`src/rtl/a51_pkg.sv`:
```
// A5/1 shared definitions: FSM states, LFSR step modes, register geometry,
// feedback tap masks, clock-bit positions and setup phase lengths.
package a51_pkg;

    typedef enum logic [2:0] {
        IDLE,
        LOAD_KEY,
        LOAD_FRAME,
        WARMUP,
        GEN,
        XFER,
        DONE
    } a51_state_t;

    // How the three registers advance this cycle.
    typedef enum logic [1:0] {
        MODE_HOLD,
        MODE_LOAD,
        MODE_MAJ
    } lfsr_mode_t;

    localparam int R1_LEN = 19;
    localparam int R2_LEN = 22;
    localparam int R3_LEN = 23;

    // Feedback taps as masks: R1 18,17,16,13; R2 21,20; R3 22,21,20,7.
    localparam logic [R1_LEN-1:0] R1_TAPS = 19'h72000;
    localparam logic [R2_LEN-1:0] R2_TAPS = 22'h300000;
    localparam logic [R3_LEN-1:0] R3_TAPS = 23'h700080;

    localparam int R1_CLK = 8;
    localparam int R2_CLK = 10;
    localparam int R3_CLK = 10;

    localparam int KEY_BITS   = 64;
    localparam int FRAME_BITS = 22;
    localparam int GEN_BITS   = 8;

    function automatic logic maj3(input logic a, input logic b, input logic c);
        return (a & b) | (a & c) | (b & c);
    endfunction

endpackage

```
`src/rtl/a51_lfsr_core.sv`:
```
// A5/1 register core: R1/R2/R3 with load (all clock, bit injected) and
// majority-clocked stepping. ks_bit is the output function of the state the
// registers will hold after this cycle's step, so it can be captured alongside it.
module a51_lfsr_core
    import a51_pkg::*;
(
    input  logic       clk,
    input  logic       reset,
    input  logic       clear,
    input  lfsr_mode_t mode,
    input  logic       load_bit,
    output logic       ks_bit
);

    logic [R1_LEN-1:0] r1_reg, r1_next;
    logic [R2_LEN-1:0] r2_reg, r2_next;
    logic [R3_LEN-1:0] r3_reg, r3_next;
    logic              fb1, fb2, fb3;
    logic              maj_bit;

    assign fb1     = ^(r1_reg & R1_TAPS);
    assign fb2     = ^(r2_reg & R2_TAPS);
    assign fb3     = ^(r3_reg & R3_TAPS);
    assign maj_bit = maj3(r1_reg[R1_CLK], r2_reg[R2_CLK], r3_reg[R3_CLK]);

    // Next register contents for the requested step mode.
    always_comb begin
        r1_next = r1_reg;
        r2_next = r2_reg;
        r3_next = r3_reg;
        case (mode)
            MODE_LOAD: begin
                r1_next = {r1_reg[R1_LEN-2:0], fb1 ^ load_bit};
                r2_next = {r2_reg[R2_LEN-2:0], fb2 ^ load_bit};
                r3_next = {r3_reg[R3_LEN-2:0], fb3 ^ load_bit};
            end
            MODE_MAJ: begin
                if (r1_reg[R1_CLK] == maj_bit) r1_next = {r1_reg[R1_LEN-2:0], fb1};
                if (r2_reg[R2_CLK] == maj_bit) r2_next = {r2_reg[R2_LEN-2:0], fb2};
                if (r3_reg[R3_CLK] == maj_bit) r3_next = {r3_reg[R3_LEN-2:0], fb3};
            end
            default: ;
        endcase
    end

    assign ks_bit = r1_next[R1_LEN-1] ^ r2_next[R2_LEN-1] ^ r3_next[R3_LEN-1];

    // Register state; clear zeroes all three at the start of key setup.
    always_ff @(posedge clk or posedge reset) begin
        if (reset) begin
            r1_reg <= '0;
            r2_reg <= '0;
            r3_reg <= '0;
        end else if (clear) begin
            r1_reg <= '0;
            r2_reg <= '0;
            r3_reg <= '0;
        end else begin
            r1_reg <= r1_next;
            r2_reg <= r2_next;
            r3_reg <= r3_next;
        end
    end

endmodule

```
`src/rtl/a51_stream_decrypt.sv`:
```
// A5/1 stream decryptor: key/frame setup, warm-up, then 8 keystream bits per
// ciphertext byte, XORed into a registered valid/ready output.
// Optional feature macro: A51_ABORT_EN adds a synchronous abort input that
// returns the block to IDLE and clears the frame.
module a51_stream_decrypt
    import a51_pkg::*;
#(
    parameter int MSG_BYTES  = 28,
    parameter int WARMUP_CYC = 100
) (
    input  logic                               clk,
    input  logic                               reset,
`ifdef A51_ABORT_EN
    input  logic                               abort,
`endif
    input  logic [63:0]                        key,
    input  logic [21:0]                        frame,
    input  logic                               start,
    output logic                               busy,
    input  logic [7:0]                         in_data,
    input  logic                               in_valid,
    output logic                               in_ready,
    output logic [7:0]                         out_data,
    output logic                               out_valid,
    input  logic                               out_ready,
    output logic [$clog2(MSG_BYTES+1)-1:0]     byte_count,
    output logic                               done
);

    localparam int BC_W      = $clog2(MSG_BYTES + 1);
    localparam int PHASE_MAX = (WARMUP_CYC > KEY_BITS) ? WARMUP_CYC : KEY_BITS;
    localparam int PHASE_W   = $clog2(PHASE_MAX);

    a51_state_t        state_reg, state_next;
    logic [PHASE_W-1:0] phase_reg;
    logic [63:0]       key_reg;
    logic [21:0]       frame_reg;
    logic [7:0]        ks_byte_reg;
    logic [7:0]        out_data_reg;
    logic              out_valid_reg;
    logic [BC_W-1:0]   byte_count_reg;

    lfsr_mode_t        core_mode;
    logic              core_load_bit;
    logic              core_clear;
    logic              core_ks_bit;
    logic              start_acc;
    logic              accept;
    logic              abort_req;

`ifdef A51_ABORT_EN
    assign abort_req = abort;
`else
    assign abort_req = 1'b0;
`endif

    assign in_ready = (state_reg == XFER) & (~out_valid_reg | out_ready);
    assign accept   = in_valid & in_ready;

    a51_lfsr_core u_core (
        .clk      (clk),
        .reset    (reset),
        .clear    (core_clear),
        .mode     (core_mode),
        .load_bit (core_load_bit),
        .ks_bit   (core_ks_bit)
    );

    // Next-state and core control; abort overrides everything, including start.
    always_comb begin
        state_next    = state_reg;
        core_mode     = MODE_HOLD;
        core_load_bit = 1'b0;
        core_clear    = 1'b0;
        start_acc     = 1'b0;
        case (state_reg)
            IDLE, DONE: begin
                if (start) begin
                    start_acc  = 1'b1;
                    core_clear = 1'b1;
                    state_next = LOAD_KEY;
                end
            end
            LOAD_KEY: begin
                core_mode     = MODE_LOAD;
                core_load_bit = key_reg[phase_reg[5:0]];
                if (phase_reg == PHASE_W'(KEY_BITS - 1)) state_next = LOAD_FRAME;
            end
            LOAD_FRAME: begin
                core_mode     = MODE_LOAD;
                core_load_bit = frame_reg[phase_reg[4:0]];
                if (phase_reg == PHASE_W'(FRAME_BITS - 1)) state_next = WARMUP;
            end
            WARMUP: begin
                core_mode = MODE_MAJ;
                if (phase_reg == PHASE_W'(WARMUP_CYC - 1)) state_next = GEN;
            end
            GEN: begin
                core_mode = MODE_MAJ;
                if (phase_reg == PHASE_W'(GEN_BITS - 1)) state_next = XFER;
            end
            XFER: begin
                if (accept) begin
                    state_next = (byte_count_reg == BC_W'(MSG_BYTES - 1)) ? DONE : GEN;
                end
            end
            default: state_next = IDLE;
        endcase
        if (abort_req) begin
            state_next = IDLE;
            core_mode  = MODE_HOLD;
            core_clear = 1'b1;
            start_acc  = 1'b0;
        end
    end

    // FSM state register.
    always_ff @(posedge clk or posedge reset) begin
        if (reset) state_reg <= IDLE;
        else       state_reg <= state_next;
    end

    // Phase counter, key/frame latch, keystream byte shifter and output register.
    always_ff @(posedge clk or posedge reset) begin
        if (reset) begin
            phase_reg      <= '0;
            key_reg        <= '0;
            frame_reg      <= '0;
            ks_byte_reg    <= '0;
            out_data_reg   <= '0;
            out_valid_reg  <= 1'b0;
            byte_count_reg <= '0;
        end else begin
            phase_reg <= (state_next != state_reg) ? '0 : phase_reg + 1'b1;
            if (start_acc) begin
                key_reg   <= key;
                frame_reg <= frame;
            end
            if (state_reg == GEN) ks_byte_reg <= {ks_byte_reg[6:0], core_ks_bit};
            if (abort_req) begin
                out_valid_reg  <= 1'b0;
                byte_count_reg <= '0;
            end else begin
                if (accept) begin
                    out_data_reg   <= in_data ^ ks_byte_reg;
                    out_valid_reg  <= 1'b1;
                    byte_count_reg <= byte_count_reg + 1'b1;
                end else if (out_ready) begin
                    out_valid_reg <= 1'b0;
                end
                if (start_acc) byte_count_reg <= '0;
            end
        end
    end

    assign busy       = (state_reg != IDLE) & (state_reg != DONE);
    assign done       = (state_reg == DONE) & ~out_valid_reg;
    assign out_data   = out_data_reg;
    assign out_valid  = out_valid_reg;
    assign byte_count = byte_count_reg;

endmodule

```
`config.mk`:
```
export PLATFORM = sky130hd
export DESIGN_NAME = a51_stream_decrypt
export DESIGN_NICKNAME = d
export VERILOG_FILES = /design/src/rtl/a51_pkg.sv /design/src/rtl/a51_lfsr_core.sv /design/src/rtl/a51_stream_decrypt.sv
export SDC_FILE = /design/constraint.sdc
export NUM_CORES = 1
export LEC_CHECK = 0
export ABC_AREA = 0
export CELL_PAD_IN_SITES_DETAIL_PLACEMENT = 1
export CELL_PAD_IN_SITES_GLOBAL_PLACEMENT = 1
export CORE_MARGIN = 3
export CORE_UTILIZATION = 35
export DETAILED_ROUTE_END_ITERATION = 8
export GPL_TIMING_DRIVEN = 0
export PLACE_DENSITY_LB_ADDON = 0.1
export SLEW_MARGIN = 40
export SYNTH_ARGS = -nofsm -noshare
export SYNTH_HDL_FRONTEND = slang
export SYNTH_SLANG_ARGS = --single-unit
```
`constraint.sdc`:
```
create_clock -name clk -period 14 [get_ports clk]
set_input_delay 2.1 -clock clk [delete_from_list [all_inputs] [get_ports clk]]
set_output_delay 2.1 -clock clk [all_outputs]
set_load 0.01 [all_outputs]
```
* Word-level counts from Yosys, hierarchy flattened
Index checks and enable logic that the tools add are counted.
Cells by class: bitwise operators 17, reductions and logical operators 14, $add $sub $neg 2, equal/unequal tests 21, magnitude comparators 2, multiplexer cells 30
Operators with widths (number):
- $mux W23 | 2
- $pmux W23 S2 | 1
- $mux W22 | 2
- $pmux W22 S2 | 1
- $mux W19 | 2
- $pmux W19 S2 | 1
- $reduce_xor A23 Y1 | 1
- $reduce_xor A22 Y1 | 1
- $reduce_xor A19 Y1 | 1
- $mux W3 | 6
- $pmux W3 S6 | 1
- $mux W5 | 2
- $eq A3 B3 Y1 const B | 3
- $ne A3 B2 Y1 const B | 3
- $xor A8 B8 Y8 | 1
- $add A7 B1 Y7 const B | 1
- $and A1 B1 Y1 | 7
- $eq A7 B3 Y1 const B | 1
- $eq A7 B5 Y1 const B | 1
- $eq A7 B6 Y1 const B | 1
- $eq A7 B7 Y1 const B | 1
- $lt A6 B7 Y1 const B | 1
- $mux W7 | 1
- $bmux W1 S6 | 1
- other kinds (23) | 43
Storage, ports and cells: word-level logic and storage cells 100, input bits 99, output and inout port bits 17, register bits after elaboration 182

* Logic depth before layout (Yosys ltp)
depth after elaboration 8, depth in mapped cells 14, depth with buffers taken out 11

* Modules after synthesis
Synthesis repeated with hierarchy kept, for this count alone.
Second synthesis, totals: cells, all modules 603, area, all modules 8210.4 um^2
By module, submodules not included:
- a51_stream_decrypt | instances 1, sequential area each 2952.8 um^2, area an instance 5549.1 um^2, cells each 399
- a51_lfsr_core | instances 1, sequential area each 1601.5 um^2, area an instance 2661.3 um^2, cells each 204

* Worst setup path after synthesis
Ideal clock, no wire load.
kind in2out, from input port out_ready, to output port in_ready, data required time 11.900 ns, path slack 9.451 ns, path buffers 0, stages on the path 2, data arrival time 2.449 ns, path through nand2b_1 > and3_1
On the way: longest elaborated chain between the ends 2
RTL lines:
- start: declaration | line a51_stream_decrypt.sv:25 | input logic out_ready,
- $or A1 B1 Y1 | line a51_stream_decrypt.sv:57 | assign in_ready = (state_reg == XFER) & (~out_valid_reg | out_ready);
- $and A1 B1 Y1 | line a51_stream_decrypt.sv:57
- end: declaration | line a51_stream_decrypt.sv:22 | output logic in_ready,
No other way between the ends.

* Final worst setup path
Same ends and word-level chain as after synthesis.

==> results.md <==
- Status: finished, final reports clean
- Post-DP HPWL: between 10 and 15 mm
- Post-CTS Setup Inserts: 0
- Detailed-route via count: 5,390
- Layout fillers: ~2,300
- Gate Count Post-Synth: approximately 600
- HP Class: reg -> reg
- Count of different cell masters after synthesis: 50
- Final Setup Violations: 0
- Main flop type after synthesis: dfrtp_1
- Max Fclk: ~180 MHz
- CTS resizes: 0
- Core Box Area: ~23,000 sq um
- Setup CP Type: in -> out
- Largest net degree at the start of global routing: 72
- Final Power: between 1 and 1.5 mW
- Largest family of logic cells by synthesized area: multiplexers
- Commonest non-fill, non-tap cell in the layout: dfrtp_1
- Drt pass-1 iters: 4
- Post-synthesis xor/xnor area fraction: between 3 and 4%
- Post-synthesis compound-gate area fraction: about 11%
- Die area: ~25,000 sq um
- Area occupied by multi-input gates: between 3000 and 4000 sq um
- Die extent in x: approximately 160 microns
- Reg clk slew, reported paths: roughly 0.070 ns
- Synth-to-Final Area Change: 26.96%
- Leakage: around 4.5 nW
- ANT nets after route: 0
- Storage element area: roughly 4600 sq um
- Initial antenna violation count: 0
- I/O pin total: 116
- CTS tree: yes
- Critical path arrival: approximately 3.4 ns
- Std cell rows: 55
- Share of cells above drive strength 1: ~8.5%
- Mux cell area share after synthesis: 18.80%
- Antenna diodes: 0
- Cells after DPL: 1,017
- Placer congestion estimate: roughly 0.75
- Congestion Overflow GR: 0
- Crit end category: output port
- Maxcap violations: 0
- FFs w/ async S/R, synth: 100.0%
- Commonest cells after routing, fill and taps aside: dfrtp_1 (182), clkdlybuf4s50_1 (115), mux2_1 (86)
- # nets final: roughly 860
- Post-synth top area share: around 56%
- Routed vias/inst: 5.143
- Yosys top cell by area: dfrtp_1
- Register bit total from synthesis: between 150 and 200
- Max FFs per register: 64
- CP Max Fanout: 3
- CP Launch Type: input port
- Power Density: around 110 nW/um^2
- Syn_area_per_cell: 13.16 sq um
- Slew margin rel.: between 50% and 60%
- GRT Util Overall: between 10% and 20%
- Non-filler cells in the finished layout: 1,048
- Required time worst endpoint: approximately 12 ns
- RSZ-0062 raised after global routing: no
- Initial drt markers: a little under 200
- Worst hold slack: 0.4828 ns
- Worst vdd ir: 0.00007522 V
- Synth warn: 0
- Sequential fraction of the synthesis area: roughly 56%
- Setup TNS: 0 ns
- First-pass GRT wire length: about 32 mm
- Simple logic cell fraction of the synthesized area: under 10%
- Starting Density: a little over a third
- H-tree levels: 4
- Die height: 158.1 microns
- Pins Over Slew Limit: 0
- Routed length per instance: 18.70 microns
- Adder-Cell Fraction of Synth Area: under 10%
- Mapped Nets: 722
- I/O Buffers: 115
- Worst-margin pin slew: a little over 0.7 ns
- Skew final: 0.01479 ns
- Post-synth EDFFs: 0
- Residual DRC: 0
- Worst-Skew Late Latency: ~0.44 ns
- Post-synth design cell area: approximately 8000 sq um
- Top post-synthesis cells by area: dfrtp_1 (56%), mux2_1 (12%), a22o_1 (6.3%)
- Vias in the first global route: roughly 6,100
- Clk sink count: between 150 and 200
- Tcrit/Tclk final: 39.46%
- CTS Buf Count: 17
- Root buf cell: clkbuf_16
- CTS max path bufs: 2
- Final Hold Violating Endpoints: 0
- Fin util: a little under half
- Final min period: approximately 5.5 ns
- WL final: about 20 mm
- Hold buffers post-CTS: 0
[cells by family after synthesis]
logic type               count (synthesis)
AO/OA/AOI/OAI                          115
buffers and inverters                   45
flip-flops                             182
adder cells (fa/ha/maj)                  9
multiplexers                           126
AND/OR/NAND/NOR                        109
XOR/XNOR                                29
[worst max-delay path: stages]
cell and delay [ns]:
clkdlybuf4s50_1 0.45, nand2b_1 0.11, and3_1 0.20, clkdlybuf4s50_1 0.56
[synthesized netlist by cell type, types with 2 or more instances]
library cell  instances
a21oi_1              13
a22o_1               58
a22oi_1              10
a32o_1                4
a32oi_1               3
a41oi_1               2
and2_1                4
and4b_1               2
buf_1                 7
buf_2                 5
clkbuf_1             25
dfrtp_1             182
ha_1                  8
inv_1                 6
mux2_1               86
mux2_2                9
mux2i_1              20
mux4_2               10
nand2_1              27
nand2b_1              9
nand3_1               8
nand4_1               5
nor2_1               27
nor2b_1              11
nor3_1                3
nor3b_1               3
o21ai_0              12
o21ai_1               5
or3_1                 3
xnor2_1              18
xor2_1               11
[where the power goes]
group	switching (mW)	internal (mW)	leakage (nW)
sequential	0.0142	0.550	2.42
clock	0.226	0.274	0.290
combinational	0.0473	0.0526	1.84
total	0.287	0.876	4.55
[worst paths after layout]
check,slack [ns],cells after the start,to,start
setup / recovery,8.48,4,in_ready,out_ready
hold / removal,0.48,1,frame_reg[20],frame_reg[20]
setup reg to reg,10.34,10,u_core.r1_reg[11],state_reg[1]
hold reg to reg,0.48,1,frame_reg[20],frame_reg[20]
max in group asynchronous,11.25,3,u_core.r2_reg[10],reset
min in group asynchronous,2.06,2,out_data[6],reset
[routing by layer]
layer | global-route usage (%) | share of wire (%) | vias up | wire [microns]
li1 | - | - | 2514 | -
met2 | 28.33 | 51 | 73 | 10010
met5 | 0 | 0 | - | 0
met1 | 21.11 | 45 | 2792 | 8805
met3 | 3.909 | 3.1 | 11 | 604
met4 | 3.810 | 0.90 | 0 | 177
[cell type report]
cell class	count	share of cell area [%]
clock buffer	18	4.274
inverter	6	0.2922
buffer	39	1.595
timing repair buffer	117	11.74
clock inverter	13	1.571
sequential	182	44.32
tap	285	3.470
multi-input combinational	388	32.74
[metrics by stage]
step	cell area (sq um)	setup slack (ns)
after floorplan	8094	6.956
after global placement	9602	4.672
after detailed placement	9669	8.467
after CTS	10270	8.462
after global routing	10280	8.431
final	10280	8.476
(Power assumes the default switching activity.)
